**config.mk**
```make
export PLATFORM = sky130hd
export DESIGN_NAME = lab4_hilo_multiplier
export DESIGN_NICKNAME = d
export VERILOG_FILES = /design/src/rtl/lab4_hilo_multiplier.sv
export SDC_FILE = /design/constraint.sdc
export NUM_CORES = 1
export LEC_CHECK = 0
export ABC_AREA = 1
export CAP_MARGIN = 20
export CORE_MARGIN = 3
export CORE_UTILIZATION = 27
export CTS_CLUSTER_DIAMETER = 80
export DETAILED_ROUTE_END_ITERATION = 16
export GPL_TIMING_DRIVEN = 1
export PLACE_DENSITY_LB_ADDON = 0.1
export SYNTH_ARGS = -nofsm -noshare
export SYNTH_HDL_FRONTEND = slang
export SYNTH_SLANG_ARGS = --single-unit
export TNS_END_PERCENT = 30
```
**constraint.sdc**
```tcl
create_clock -name clk -period 2.68 [get_ports clk]
set_clock_uncertainty 0.15 [all_clocks]
set_input_delay 0.536 -clock clk [delete_from_list [all_inputs] [get_ports clk]]
set_output_delay 0.536 -clock clk [all_outputs]
set_load 0.01 [all_outputs]
```
**src/rtl/lab4_hilo_multiplier.sv**
```systemverilog
// HI/LO multiply unit for the lab4 MIPS datapath.
// mult/multu use an iterative shift-add loop that produces one product bit per cycle.
// The 64-bit product lands in HI/LO, and mfhi/mflo read it back combinationally.
module lab4_hilo_multiplier #(
  parameter int unsigned WIDTH = 32
) (
  input  logic             clk,
  input  logic             reset_n,
  input  logic [3:0]       op,
  input  logic             enhilo,
  input  logic             hilo_sel,
  input  logic [WIDTH-1:0] rs_data,
  input  logic [WIDTH-1:0] rt_data,
  output logic [WIDTH-1:0] hi,
  output logic [WIDTH-1:0] lo,
  output logic [WIDTH-1:0] rdata,
  output logic             busy,
  output logic             done,
  output logic             stall
);

  localparam logic [3:0] OpMult    = 4'b0110;
  localparam logic [3:0] OpMultu   = 4'b0111;
  localparam logic [5:0] LastCount = 6'(WIDTH - 1);

  // StDone holds busy high for the cycle in which done pulses, so a back-to-back start is
  // stalled once.
  typedef enum logic [1:0] {StIdle, StMul, StFix, StDone} state_e;

  state_e               state_q, state_d;
  logic [2*WIDTH-1:0]   acc_q, acc_d;
  logic [WIDTH-1:0]     mcand_q, mcand_d;
  logic [WIDTH-1:0]     mplier_q, mplier_d;
  logic [5:0]           count_q, count_d;
  logic                 signed_mode_q, signed_mode_d;
  logic                 sign_diff_q, sign_diff_d;
  logic [WIDTH-1:0]     hi_q, hi_d;
  logic [WIDTH-1:0]     lo_q, lo_d;

  logic                 is_mult_op;
  logic                 start;
  logic [WIDTH-1:0]     rs_mag;
  logic [WIDTH-1:0]     rt_mag;
  logic [WIDTH:0]       add_sum;
  logic [2*WIDTH-1:0]   acc_shift;
  logic [2*WIDTH-1:0]   fix_result;

  // Decode the start condition and form the operand magnitudes and the shift-add step.
  always_comb begin
    is_mult_op = (op == OpMult) || (op == OpMultu);
    start      = enhilo && is_mult_op && (state_q == StIdle);
    // The magnitude of the most negative value wraps to itself and reads as unsigned.
    rs_mag     = ((op == OpMult) && rs_data[WIDTH-1]) ? -rs_data : rs_data;
    rt_mag     = ((op == OpMult) && rt_data[WIDTH-1]) ? -rt_data : rt_data;
    add_sum    = {1'b0, acc_q[2*WIDTH-1:WIDTH]};
    if (mplier_q[0]) begin
      add_sum = add_sum + {1'b0, mcand_q};
    end
    // The carry bit enters the top of the accumulator as it shifts right.
    acc_shift  = {add_sum, acc_q[WIDTH-1:1]};
    fix_result = (signed_mode_q && sign_diff_q) ? -acc_q : acc_q;
  end

  // State register plus datapath registers; reset discards any multiply in flight.
  always_ff @(posedge clk or negedge reset_n) begin
    if (!reset_n) begin
      state_q       <= StIdle;
      acc_q         <= '0;
      mcand_q       <= '0;
      mplier_q      <= '0;
      count_q       <= '0;
      signed_mode_q <= 1'b0;
      sign_diff_q   <= 1'b0;
      hi_q          <= '0;
      lo_q          <= '0;
    end else begin
      state_q       <= state_d;
      acc_q         <= acc_d;
      mcand_q       <= mcand_d;
      mplier_q      <= mplier_d;
      count_q       <= count_d;
      signed_mode_q <= signed_mode_d;
      sign_diff_q   <= sign_diff_d;
      hi_q          <= hi_d;
      lo_q          <= lo_d;
    end
  end

  // Next-state logic: IDLE -> MUL for WIDTH cycles -> FIX -> DONE -> IDLE.
  always_comb begin
    state_d = state_q;
    unique case (state_q)
      StIdle: if (start) state_d = StMul;
      StMul:  if (count_q == LastCount) state_d = StFix;
      StFix:  state_d = StDone;
      StDone: state_d = StIdle;
      default: state_d = StIdle;
    endcase
  end

  // Datapath next-state: latch operands, iterate, then commit the sign-fixed product.
  always_comb begin
    acc_d         = acc_q;
    mcand_d       = mcand_q;
    mplier_d      = mplier_q;
    count_d       = count_q;
    signed_mode_d = signed_mode_q;
    sign_diff_d   = sign_diff_q;
    hi_d          = hi_q;
    lo_d          = lo_q;
    unique case (state_q)
      StIdle: begin
        if (start) begin
          acc_d         = '0;
          mcand_d       = rs_mag;
          mplier_d      = rt_mag;
          count_d       = '0;
          signed_mode_d = (op == OpMult);
          sign_diff_d   = rs_data[WIDTH-1] ^ rt_data[WIDTH-1];
        end
      end
      StMul: begin
        acc_d    = acc_shift;
        mplier_d = mplier_q >> 1;
        count_d  = count_q + 6'd1;
      end
      StFix: begin
        hi_d = fix_result[2*WIDTH-1:WIDTH];
        lo_d = fix_result[WIDTH-1:0];
      end
      default: ;
    endcase
  end

  // Outputs: status flags from state, plus the move-from read mux.
  always_comb begin
    busy  = (state_q != StIdle);
    done  = (state_q == StDone);
    stall = enhilo && busy;
    hi    = hi_q;
    lo    = lo_q;
    rdata = hilo_sel ? lo_q : hi_q;
  end

endmodule

```
Word level (Yosys, flattened, before mapping)
Cells that the tools add are included.
Storage, ports and cells
  register bits after elaboration: 202
  input bits: 72
  output and inout bits: 99
  word-level logic and storage cells: 50
Operators by class
  add/subtract/negate cells: 5
  equality and inequality tests: 8
  multiplexer cells: 14
  bitwise operators: 1
  reductions and logical operators: 13
Operator list (number)
  $mux 32: 4
  $mux 64: 2
  $pmux 64 s2: 1
  $neg 32->32: 2
  $neg 64->64: 1
  $pmux 32 s2: 1
  $add 32x32->33: 1
  $mux 33: 1
  $pmux 6 s2: 1
  $eq 4x3->1 const B: 2
  $pmux 2 s4: 1
  $add 6x1->6 const B: 1
  $eq 6x5->1 const B: 1
  $logic_and 1x1->1: 6
  $mux 6: 1
  $reduce_and 2->1: 3
  $eq 2x2->1 const B: 2
  $mux 2: 2
  $ne 2x2->1 const B: 2
  $reduce_bool 2->1: 2
  $eq 2x1->1 const B: 1
  $logic_not 2->1: 1
  $logic_or 1x1->1: 1
  $xor 1x1->1: 1

Depth between registers and ports, before layout
  depth in word-level cells: 6
  mapped depth: 14
  gate-level depth less buffers: 14

Worst setup path before layout
OpenSTA, ideal clock, no wires.
  path kind: input-to-output
  start: in hilo_sel
  end: out rdata[10]
  arrival time: 1502 ps
  data required time: 1994 ps
  slack: 492 ps
  cell stages on the path: 3
  buffers on the path: 2
  cell sequence: clkbuf_1 clkbuf_1 mux2_2
On the way
  longest elaborated chain between the ends: 1
RTL lines
  start, declared: RTL line 11  | input logic hilo_sel,
  $mux 32: RTL line 142  | rdata = hilo_sel ? lo_q : hi_q;
  end, declared: RTL line 16  | output logic [WIDTH-1:0] rdata,
No other way between the ends.

Final worst setup path
  start: reg state_q[0]
  end: out busy
On the way
  longest elaborated chain between the ends: 1
RTL lines
  start, declared: RTL line 30  | state_e state_q, state_d;
  start signal, assigned: RTL line 67  | state_q <= StIdle;
  start signal, assigned: RTL line 77  | state_q <= state_d;
  $reduce_bool 2->1: RTL line 137  | busy = (state_q != StIdle);
  end, declared: RTL line 17  | output logic busy,
No other way between the ends.

==> metrics.md <==
| Metric | Value |
|---|---|
| Outcome | `complete, no violations` |
| Post-synth top area share | `34.0%` |
| Slowest stage delay, CP | `0.47 ns` |
| Register bit count reported by yosys | `202` |
| Antenna diodes | `0` |
| DRT Pass-1 Iters | `7` |
| Routed vias/inst | `4.75` |
| Max clock buf depth | `3` |
| Initial drt markers | `about 850` |
| Antenna Nets Post-Route | `0` |
| Syn Nets | `2416` |
| H-tree levels | `1` |
| First-pass GRT wire length | `86.3 mm` |
| Die width | `241 µm` |
| PortBufs | `170` |
| Fin crit share | `95.1%` |
| Placed Area | `17600 µm²` |
| Final instance area | `18700 µm²` |
| CP Launch Type | `flip-flop` |
| Core Util, Final | `34.5%` |
| Post-synth EDFFs | `0` |
| Commonest cells in the netlist | `732 x nand2_1, 290 x inv_1, 246 x nor2_1, 202 x dfrtp_1, 190 x nand3_1` |
| Leakage | `9.35 nW` |
| Post-synth top flop | `dfrtp_1` |
| Hold Fails Final Rpt | `0` |
| Yosys cell types | `45` |
| Clock Latency Late Sink | `approximately 0.57 ns` |
| Top cells by area, synth | `dfrtp_1 34%, nand2_1 18%, inv_1 7.3%` |
| Wire per inst | `17.0 µm` |
| Pwr/cell area | `1090 nW/µm²` |
| Total CTS buffers | `29` |
| Count leader, synth | `nand2_1` |
| Final nets | `2600` |
| Syn avg cell area | `6.45 µm²` |
| Drt total wl | `54.6 mm` |
| Clock root buffer | `clkbuf_16` |
| Min cycle time layout | `about 2.5 ns` |
| Synth-to-layout area growth | `25.6%` |
| GRT Util Overall | `18.9%` |
| Core area | `54100 µm²` |
| Via count | `~15000` |
| Die area | `57900 µm²` |
| Kind of critical path | `reg -> out` |
| Peak VDD IR | `~0.76 mV` |
| Num rows | `85` |
| Mapped Cells | `2303` |
| Unrepaired setup endpoints after global routing | `no` |
| Synthesized area | `14900 µm²` |
| Final setup vio count | `0` |
| CP cell instances | `inv_1 > ha_4 > inv_1 > clkdlybuf4s50_1` |
| FMAX | `392 MHz` |
| Vias in the first global route | `15200` |
| Worst slew pin tran | `0.599 ns` |
| Synth warn | `0` |
| # Max-Cap Violations | `0` |
| Setup crit end kind | `output port` |
| IO Count | `171` |
| Slew Limit Fails | `0` |
| CP required | `between 1.5 and 2 ns` |
| Slew HR | `59.8%` |
| # clock sinks | `approximately 200` |
| Starting density of the core | `between 20% and 30%` |
| CP max FO | `6` |
| Post-CTS Setup Bufs | `0` |
| Largest net degree at the start of global routing | `73` |
| HPWL Detailed | `between 40 and 50 mm` |
| Top cell by count, worst path | `inv_1` |
| Antenna violations before repair | `0` |
| CTS tree | `yes` |
| Worst Path Arrival | `1.86 ns` |
| Sequential area share after synthesis | `34.0%` |
| Async set-or-reset flop fraction in the synthesized netlist | `100%` |
| Min-Delay Path Class | `in -> async` |
| Die H | `241 µm` |
| Worst-path clk slew | `0.06 ns` |
| Critical-path top delay cell | `clkdlybuf4s50_1` |
| Proportion of layout cells with a drive suffix above 1 | `7.33%` |
| DRC errors left | `0` |
| Aggregate global routing overflow | `0` |
| GPL Wtd Cong | `0.901` |
| Synth area leader | `dfrtp_1` |
## per-layer routing
metal	up-vias	wire (µm)	global-route usage (%)
li1	7786	-	-
met1	7071	26600	26.4
met2	315	24700	31.2
met3	71	1910	1.62
met4	0	1510	5.48
met5	-	0	0
## metrics by stage
stage	instances	worst slack, ns	TNS, ns	hold WS, ns	total power [mW]
2_1_floorplan	2303	0.492	0	0.0904	11.9
3_3_place_gp	3151	-0.0582	-0.212	0.308	16.3
3_5_place_dp	3151	-0.0591	-0.266	0.317	16.3
5_1_grt	3206	0.00173	0	0.299	22.1
4_1_cts	3206	0.00854	0	0.283	20.5
6_report	3206	0.131	0	0.297	20.3
## where the power goes
group	internal [mW]	leakage [nW]	total, mW	switching, mW
Combinational	3.86	6.24	11.0	7.14
Clock	2.38	0.494	3.99	1.62
Sequential	4.17	2.61	5.26	1.10
Total	10.4	9.35	20.3	9.85
## critical path: cells and delay by family, from the launching register on
| kind | cells | cell delay (ns) |
|---|---|---|
| buf+inv | 3 | 0.67 |
| flops | 1 | 0.41 |
| fa+ha+maj | 1 | 0.22 |
## worst paths after layout
| kind | slack (ns) | cells past startpoint | startpoint | end |
|---|---|---|---|---|
| setup / recovery | 0.13 | 4 | state_q[0] | busy |
| hold / removal | 0.30 | 2 | reset_n | lo[5] |
| setup reg to reg | 0.22 | 10 | acc_q[48] | acc_q[58] |
| hold reg to reg | 0.33 | 1 | count_q[5] | count_q[5] |
| max in group asynchronous | 1.39 | 3 | reset_n | lo[28] |
| min in group clk | 0.33 | 1 | count_q[5] | count_q[5] |
## logic make-up (layout without fill, tap and decap cells)
logic type | Yosys count | in the layout | synth area share, %
muxes | 21 | 21 | 1.59
and+or+nand+nor | 1266 | 1266 | 35.4
xor gates and xnor gates | 51 | 51 | 3.01
DFF | 202 | 202 | 34.0
AOI/OAI and AO/OA | 341 | 341 | 12.5
buffers and inverters | 381 | 588 | 9.95
adders and majority gates | 41 | 41 | 3.50
## cells in the final DEF, fill, tap and decap left out, types with 8 or more instances in the layout
cell             Yosys  final
o21ai_1             73     73
nand3_1            190    189
clkdlybuf4s50_1      0    166
nor2_2              11     11
nand2_1            732    731
xnor2_1              8      8
o22ai_1             35     35
clkbuf_16            0     29
inv_2               17     17
a21oi_1             96     96
o211ai_1            12     12
o21ai_0            102    102
nand4_1             40     40
nor2_1             246    246
nand2_2              9     10
dfrtp_1            202    202
buf_12               0      8
mux2_2              21     21
nor3_1              19     19
ha_1                40     38
inv_1              290    290
buf_4                2     45
xor2_1              43     43
## flip-flops by register name (all words and copies together) (netlist names)
signal and cells:
acc_q 64, count_q 6, hi 32, lo 32
mcand_q 32, mplier_q 32, sign_diff_q 1, signed_mode_q 1
state_q 2
## area by class of cell
type	instances	area [µm²]
inverters	310	1160
repair buffers	224	2210
clock inverters	16	176
multi-input cells	1720	8350
clock buffers	38	820
flip-flops and latches	202	5050
fillers	5917	35500
well taps	696	871
## timing repair
item / in CTS / in global routing
hold buffers: 1 / 0
resized for setup: 2 / 3
endpoints found under the hold margin: 30 / 0
setup endpoints to repair: 2 / 4
Power figures use the tool's default switching activity.
